===== src/rtl/capture_sequencer.sv =====
// capture_sequencer: waits for a trigger, pulses the capture enable,
// waits for completion, and repeats with a holdoff gap between captures.
module capture_sequencer #(
    parameter int RW = 16,
    parameter int HW = 32,
    parameter int TW = 32
) (
    input  logic                pdh_clk,
    input  logic                rst_ni,
    input  logic                start_i,
    input  logic                abort_i,
    input  logic [1:0]          trig_mode_i,
    input  logic                ext_trig_i,
    input  logic signed [15:0]  sample_i,
    input  logic signed [15:0]  thresh_i,
    input  logic [RW-1:0]       repeat_i,
    input  logic [HW-1:0]       holdoff_i,
    input  logic [TW-1:0]       timeout_i,
    output logic                cap_en_o,
    input  logic                cap_done_i,
    output logic                busy_o,
    output logic                done_o,
    output logic                err_timeout_o,
    output logic [RW-1:0]       cap_count_o
);

    typedef enum logic [2:0] {
        S_IDLE,
        S_ARM,
        S_FIRE,
        S_WAIT,
        S_HOLD
    } state_e;

    state_e             state_q;

    logic               start_q;
    logic               ext_trig_q;
    logic               cap_done_q;
    logic signed [15:0] sample_q;

    logic [1:0]         mode_q;
    logic signed [15:0] thresh_q;
    logic [RW-1:0]      rep_q;
    logic [HW-1:0]      hold_cfg_q;
    logic [TW-1:0]      tmo_cfg_q;

    logic [RW-1:0]      count_q;
    logic [RW-1:0]      count_d;
    logic [HW-1:0]      hold_q;
    logic [TW-1:0]      tmo_q;
    logic [TW-1:0]      tmo_d;
    logic               done_q;
    logic               err_q;

    logic               start_edge;
    logic               done_edge;
    logic               trig_hit;

    assign start_edge = start_i & ~start_q;
    assign done_edge  = cap_done_i & ~cap_done_q;
    assign count_d    = count_q + RW'(1);
    assign tmo_d      = tmo_q + TW'(1);

    // Previous-cycle copies of inputs used for edge and crossing detection.
    always_ff @(posedge pdh_clk or negedge rst_ni) begin
        if (!rst_ni) begin
            start_q    <= 1'b0;
            ext_trig_q <= 1'b0;
            cap_done_q <= 1'b0;
            sample_q   <= '0;
        end else begin
            start_q    <= start_i;
            ext_trig_q <= ext_trig_i;
            cap_done_q <= cap_done_i;
            sample_q   <= sample_i;
        end
    end

    // Trigger condition for the latched mode; reserved mode acts as immediate.
    always_comb begin
        trig_hit = 1'b1;
        unique case (mode_q)
            2'd1:    trig_hit = ext_trig_i & ~ext_trig_q;
            2'd2:    trig_hit = (sample_q < thresh_q) && (sample_i >= thresh_q);
            default: trig_hit = 1'b1;
        endcase
    end

    // Sequencer state, latched configuration, counters and sticky status.
    always_ff @(posedge pdh_clk or negedge rst_ni) begin
        if (!rst_ni) begin
            state_q    <= S_IDLE;
            mode_q     <= '0;
            thresh_q   <= '0;
            rep_q      <= '0;
            hold_cfg_q <= '0;
            tmo_cfg_q  <= '0;
            count_q    <= '0;
            hold_q     <= '0;
            tmo_q      <= '0;
            done_q     <= 1'b0;
            err_q      <= 1'b0;
        end else if (abort_i && state_q != S_IDLE) begin
            state_q <= S_IDLE;
        end else begin
            unique case (state_q)
                S_IDLE: begin
                    if (start_edge && !abort_i) begin
                        mode_q     <= trig_mode_i;
                        thresh_q   <= thresh_i;
                        rep_q      <= repeat_i;
                        hold_cfg_q <= holdoff_i;
                        tmo_cfg_q  <= timeout_i;
                        count_q    <= '0;
                        done_q     <= 1'b0;
                        err_q      <= 1'b0;
                        state_q    <= S_ARM;
                    end
                end
                S_ARM: begin
                    if (trig_hit) begin
                        state_q <= S_FIRE;
                    end
                end
                S_FIRE: begin
                    tmo_q   <= '0;
                    state_q <= S_WAIT;
                end
                S_WAIT: begin
                    tmo_q <= tmo_d;
                    if (done_edge) begin
                        count_q <= count_d;
                        if (rep_q != '0 && count_d == rep_q) begin
                            done_q  <= 1'b1;
                            state_q <= S_IDLE;
                        end else if (hold_cfg_q == '0) begin
                            state_q <= S_ARM;
                        end else begin
                            hold_q  <= hold_cfg_q;
                            state_q <= S_HOLD;
                        end
                    end else if (tmo_cfg_q != '0 && tmo_d == tmo_cfg_q) begin
                        err_q   <= 1'b1;
                        state_q <= S_IDLE;
                    end
                end
                S_HOLD: begin
                    if (hold_q <= HW'(1)) begin
                        state_q <= S_ARM;
                    end else begin
                        hold_q <= hold_q - HW'(1);
                    end
                end
                default: begin
                    state_q <= S_IDLE;
                end
            endcase
        end
    end

    assign cap_en_o      = (state_q == S_FIRE);
    assign busy_o        = (state_q != S_IDLE);
    assign done_o        = done_q;
    assign err_timeout_o = err_q;
    assign cap_count_o   = count_q;

endmodule


===== config.mk =====
export PLATFORM = sky130hd
export DESIGN_NAME = capture_sequencer
export DESIGN_NICKNAME = d
export VERILOG_FILES = /design/src/rtl/capture_sequencer.sv
export SDC_FILE = /design/constraint.sdc
export NUM_CORES = 1
export LEC_CHECK = 0
export ABC_CLOCK_PERIOD_IN_PS = 3050
export CORE_AREA = 2 2 142 171
export CTS_CLUSTER_DIAMETER = 200
export DETAILED_ROUTE_END_ITERATION = 10
export DIE_AREA = 0 0 144 173
export GPL_ROUTABILITY_DRIVEN = 1
export PLACE_DENSITY_LB_ADDON = 0.1
export SETUP_SLACK_MARGIN = 0.3
export SYNTH_ARGS = -nofsm -noshare
export SYNTH_HDL_FRONTEND = slang
export SYNTH_SLANG_ARGS = --single-unit

===== constraint.sdc =====
create_clock -name pdh_clk -period 3.05 [get_ports pdh_clk]
set_input_delay 0.305 -clock pdh_clk [delete_from_list [all_inputs] [get_ports pdh_clk]]
set_output_delay 0.305 -clock pdh_clk [all_outputs]
set_load 0.01 [all_outputs]

==> metrics <==
status=complete, no violations; Core Box Area=0.0231 sq mm; wire per inst=17.8 microns; Num CTS Buffers=23; Post-Synth Adder-Cell Area=4.12%; share of layout cells above drive strength 1=20.7%; post-route cell area=0.0147 sq mm; largest fanout on the critical path=8; Final Setup Violations=0; CP max stage delay=0.51 ns; Required @ worst endpoint=3.50 ns; vias in the first global route=9306; Non-Filler Instances=1661; Max Buffers Root-to-Sink=3; min-delay worst type=in2reg; Yosys reg bits=202; DRC errors left=0; crit path kind=reg2reg; IO Port Bufs=139; Final #Nets=1487; largest family of logic cells by synthesized area=simple AND/OR/NAND/NOR gates; routed vias/inst=5.83; sequential-to-total area share from yosys stat=44.1%; Hold WS=0.269 ns; Post-synth EDFFs=0; Worst-path clk slew=0.06 ns; Total Routing Usage GR=23.2%; Max Clk Rate=0.360 GHz; FP Rows=61; ys async rst share=100%; Area Overhead vs Synth=28.0%; Starting Density=49.6%; Worst-Margin Slew=0.724 ns; residual overflow from global routing=0; depth of the CTS H-tree=1; period utilization=91.0%; Place WS=-0.153 ns; largest net degree at the start of global routing=86; Final Hold Viols=0; simple-gate portion of the synthesized area=16.9%; fraction of synthesized area in multiplexers=10.5%; Synthesis Warnings=0; first-pass GRT wire length=47800 microns; GP Congestion=0.891; xor and xnor area share after synthesis=4.96%; Slew HR=51.7%; max-cap viol count=0; critical-path cell list=ha_4 > and4_4 > nand2_4 > xnor2_1 > or4_4 > nor4_4 > a211o_2 > and2_4 > clkbuf_16 > o22a_1; Yosys cell types=75; Via Count=9682; synthesized cell area=0.0115 sq mm; Leak Pwr=0.00604 uW; CTS tree=built; VDD IR max=0.000543 V; clock sink total=202; total wire length=29600 microns; Routed Antenna Nets=0; die height=173 microns; CP Launch Type=flip-flop; Die ar.=0.0249 sq mm; PwrDens=747 mW/mm^2; Ports=140; CTS root buffer=clkbuf_16; Post-Synthesis Cells=1161; total iterations of the first detailed-routing run=4; Worst R2R Path Depth=10; Cell Count Post-Placement=1612; DR iter-0 viols=562; critical path arrival=3.22 ns; Final Skew=0.0101 ns; Slowest cell on crit path=or4_4; worst skew pair latency=0.51 ns; minimum clock period=2.78 ns; Syn Nets=1318; Die W=144 microns; Pins Over Slew Limit=0; RSZ-0062 raised after global routing=true; Primary FF master, synth=dfrtp_1; crit end category=flip-flop; placed inst area=0.0135 sq mm; Setup WS post-layout=0.274 ns; worst hold stages=1; fill count=1968; Compound-Gate Fraction of Synth Area=15.7%; final core area utilization=63.5%; syn_area_per_cell=9.88 sq um; HPWL Detailed=20300 microns; antenna violations before repair=0
## flip-flops by register name, summed over array words and instances, names as in the netlist, 2 cells and up
register     count
hold_q          32
sample_q        16
thresh_q        16
mode_q           2
state_q          3
cap_count_o     16
rep_q           16
tmo_cfg_q       32
tmo_q           32
hold_cfg_q      32
## metal layers
metal,wire (microns),GRT usage [%]
met5,0,0
met3,1660,3.52
met2,14300,39.0
met4,418,4.04
met1,13300,32.3
## Yosys cell counts (4+ instances only)
cell	instances	share of area, %
a2111oi_0	6	0.46
a21o_1	13	0.85
a21oi_1	58	2.5
a22o_1	5	0.38
a22oi_1	7	0.46
a31oi_1	25	1.4
and2_1	10	0.55
and3_1	6	0.33
and4_1	5	0.38
buf_2	13	0.57
buf_4	4	0.26
buf_6	4	0.39
clkbuf_1	44	1.4
dfrtp_1	202	44
ha_1	37	4.0
inv_1	30	0.98
mux2_2	100	9.8
mux2i_1	8	0.70
nand2_1	67	2.2
nand2b_1	10	0.55
nand3_1	39	1.7
nand4_1	28	1.5
nor2_1	99	3.2
nor2b_1	10	0.55
nor3_1	18	0.79
nor4_1	36	2.0
nor4_2	6	0.65
o211ai_1	12	0.79
o21ai_0	74	3.2
o21ai_1	9	0.39
o22a_1	17	1.3
o31ai_1	18	1.2
or3_1	10	0.55
or4_1	6	0.39
xnor2_1	41	3.1
xor2_1	24	1.8
## worst max-delay path: cells and delay by family (launching register included)
family | cells | cell delay, ns
XOR/XNOR | 1 | 0.12
adder cells (fa/ha/maj) | 1 | 0.18
AND/OR/NAND/NOR | 5 | 1.44
flip-flops | 1 | 0.40
buffers and inverters | 1 | 0.19
AO/OA/AOI/OAI | 2 | 0.38
## timing repair
item	CTS	global route
buffers inserted	1	3
pin swaps	6	19
hold endpoints to repair	82	0
hold buffers	1	0
gates cloned	2	1
resized for setup	21	47
endpoints found under the setup margin	35	35
## layout by cell type (no fill, tap or decap), types with 37 or more instances in the layout
cell type	count
dfrtp_1	193
clkdlybuf4s50_1	138
mux2_2	100
nor2_1	96
o21ai_0	74
nand2_1	65
buf_4	59
a21oi_1	56
xnor2_1	40
nand3_1	37
## per-stage QoR
step                TNS [ns]  power, uW
floorplan                  0       6840
global placement     -0.0889       7870
detailed placement    -0.211       7980
CTS                        0      10900
global route               0      11700
finish                     0      11000
## cell type report
cell class,instances,area [sq um],share of cell area (%)
flip-flops and latches,202,5070,34.5
clock inverters,9,126,0.861
diodes,1,2.50,0.0170
clock buffers,31,636,4.33
well taps,315,394,2.69
repair buffers,210,2060,14.0
multi-input cells,860,6270,42.7
inverters,33,124,0.844
## logic make-up after synthesis
family,count (synthesis)
xor+xnor,65
flops,202
fa+ha+maj,38
buf+inv,99
compound gates,280
simple gates,369
mux,108
## worst paths after layout
| path | start | to | slack [ns] |
|---|---|---|---|
| worst max-delay path | cap_count_o[0]$_DFFE_PN0P_ | hold_q[15]$_DFFE_PN0P_ | 0.27 |
| worst min-delay path | cap_done_i | cap_done_q$_DFF_PN0_ | 0.27 |
| worst max register to register | cap_count_o[0]$_DFFE_PN0P_ | hold_q[15]$_DFFE_PN0P_ | 0.27 |
| worst min register to register | thresh_q[13]$_DFFE_PN0P_ | thresh_q[13]$_DFFE_PN0P_ | 0.50 |
| max in group asynchronous | rst_ni | cap_count_o[5]$_DFFE_PN0P_ | 1.78 |
| min in group asynchronous | rst_ni | sample_q[9]$_DFF_PN0_ | 0.43 |
## where the power goes
| group | switching (uW) | total (uW) | leakage (uW) | internal (uW) |
|---|---|---|---|---|
| clock network | 1120 | 2830 | 0.000374 | 1710 |
| logic | 1620 | 3550 | 0.00317 | 1930 |
| registers | 992 | 4590 | 0.00250 | 3600 |
Note: power is estimated with default switching activity, not from simulation.
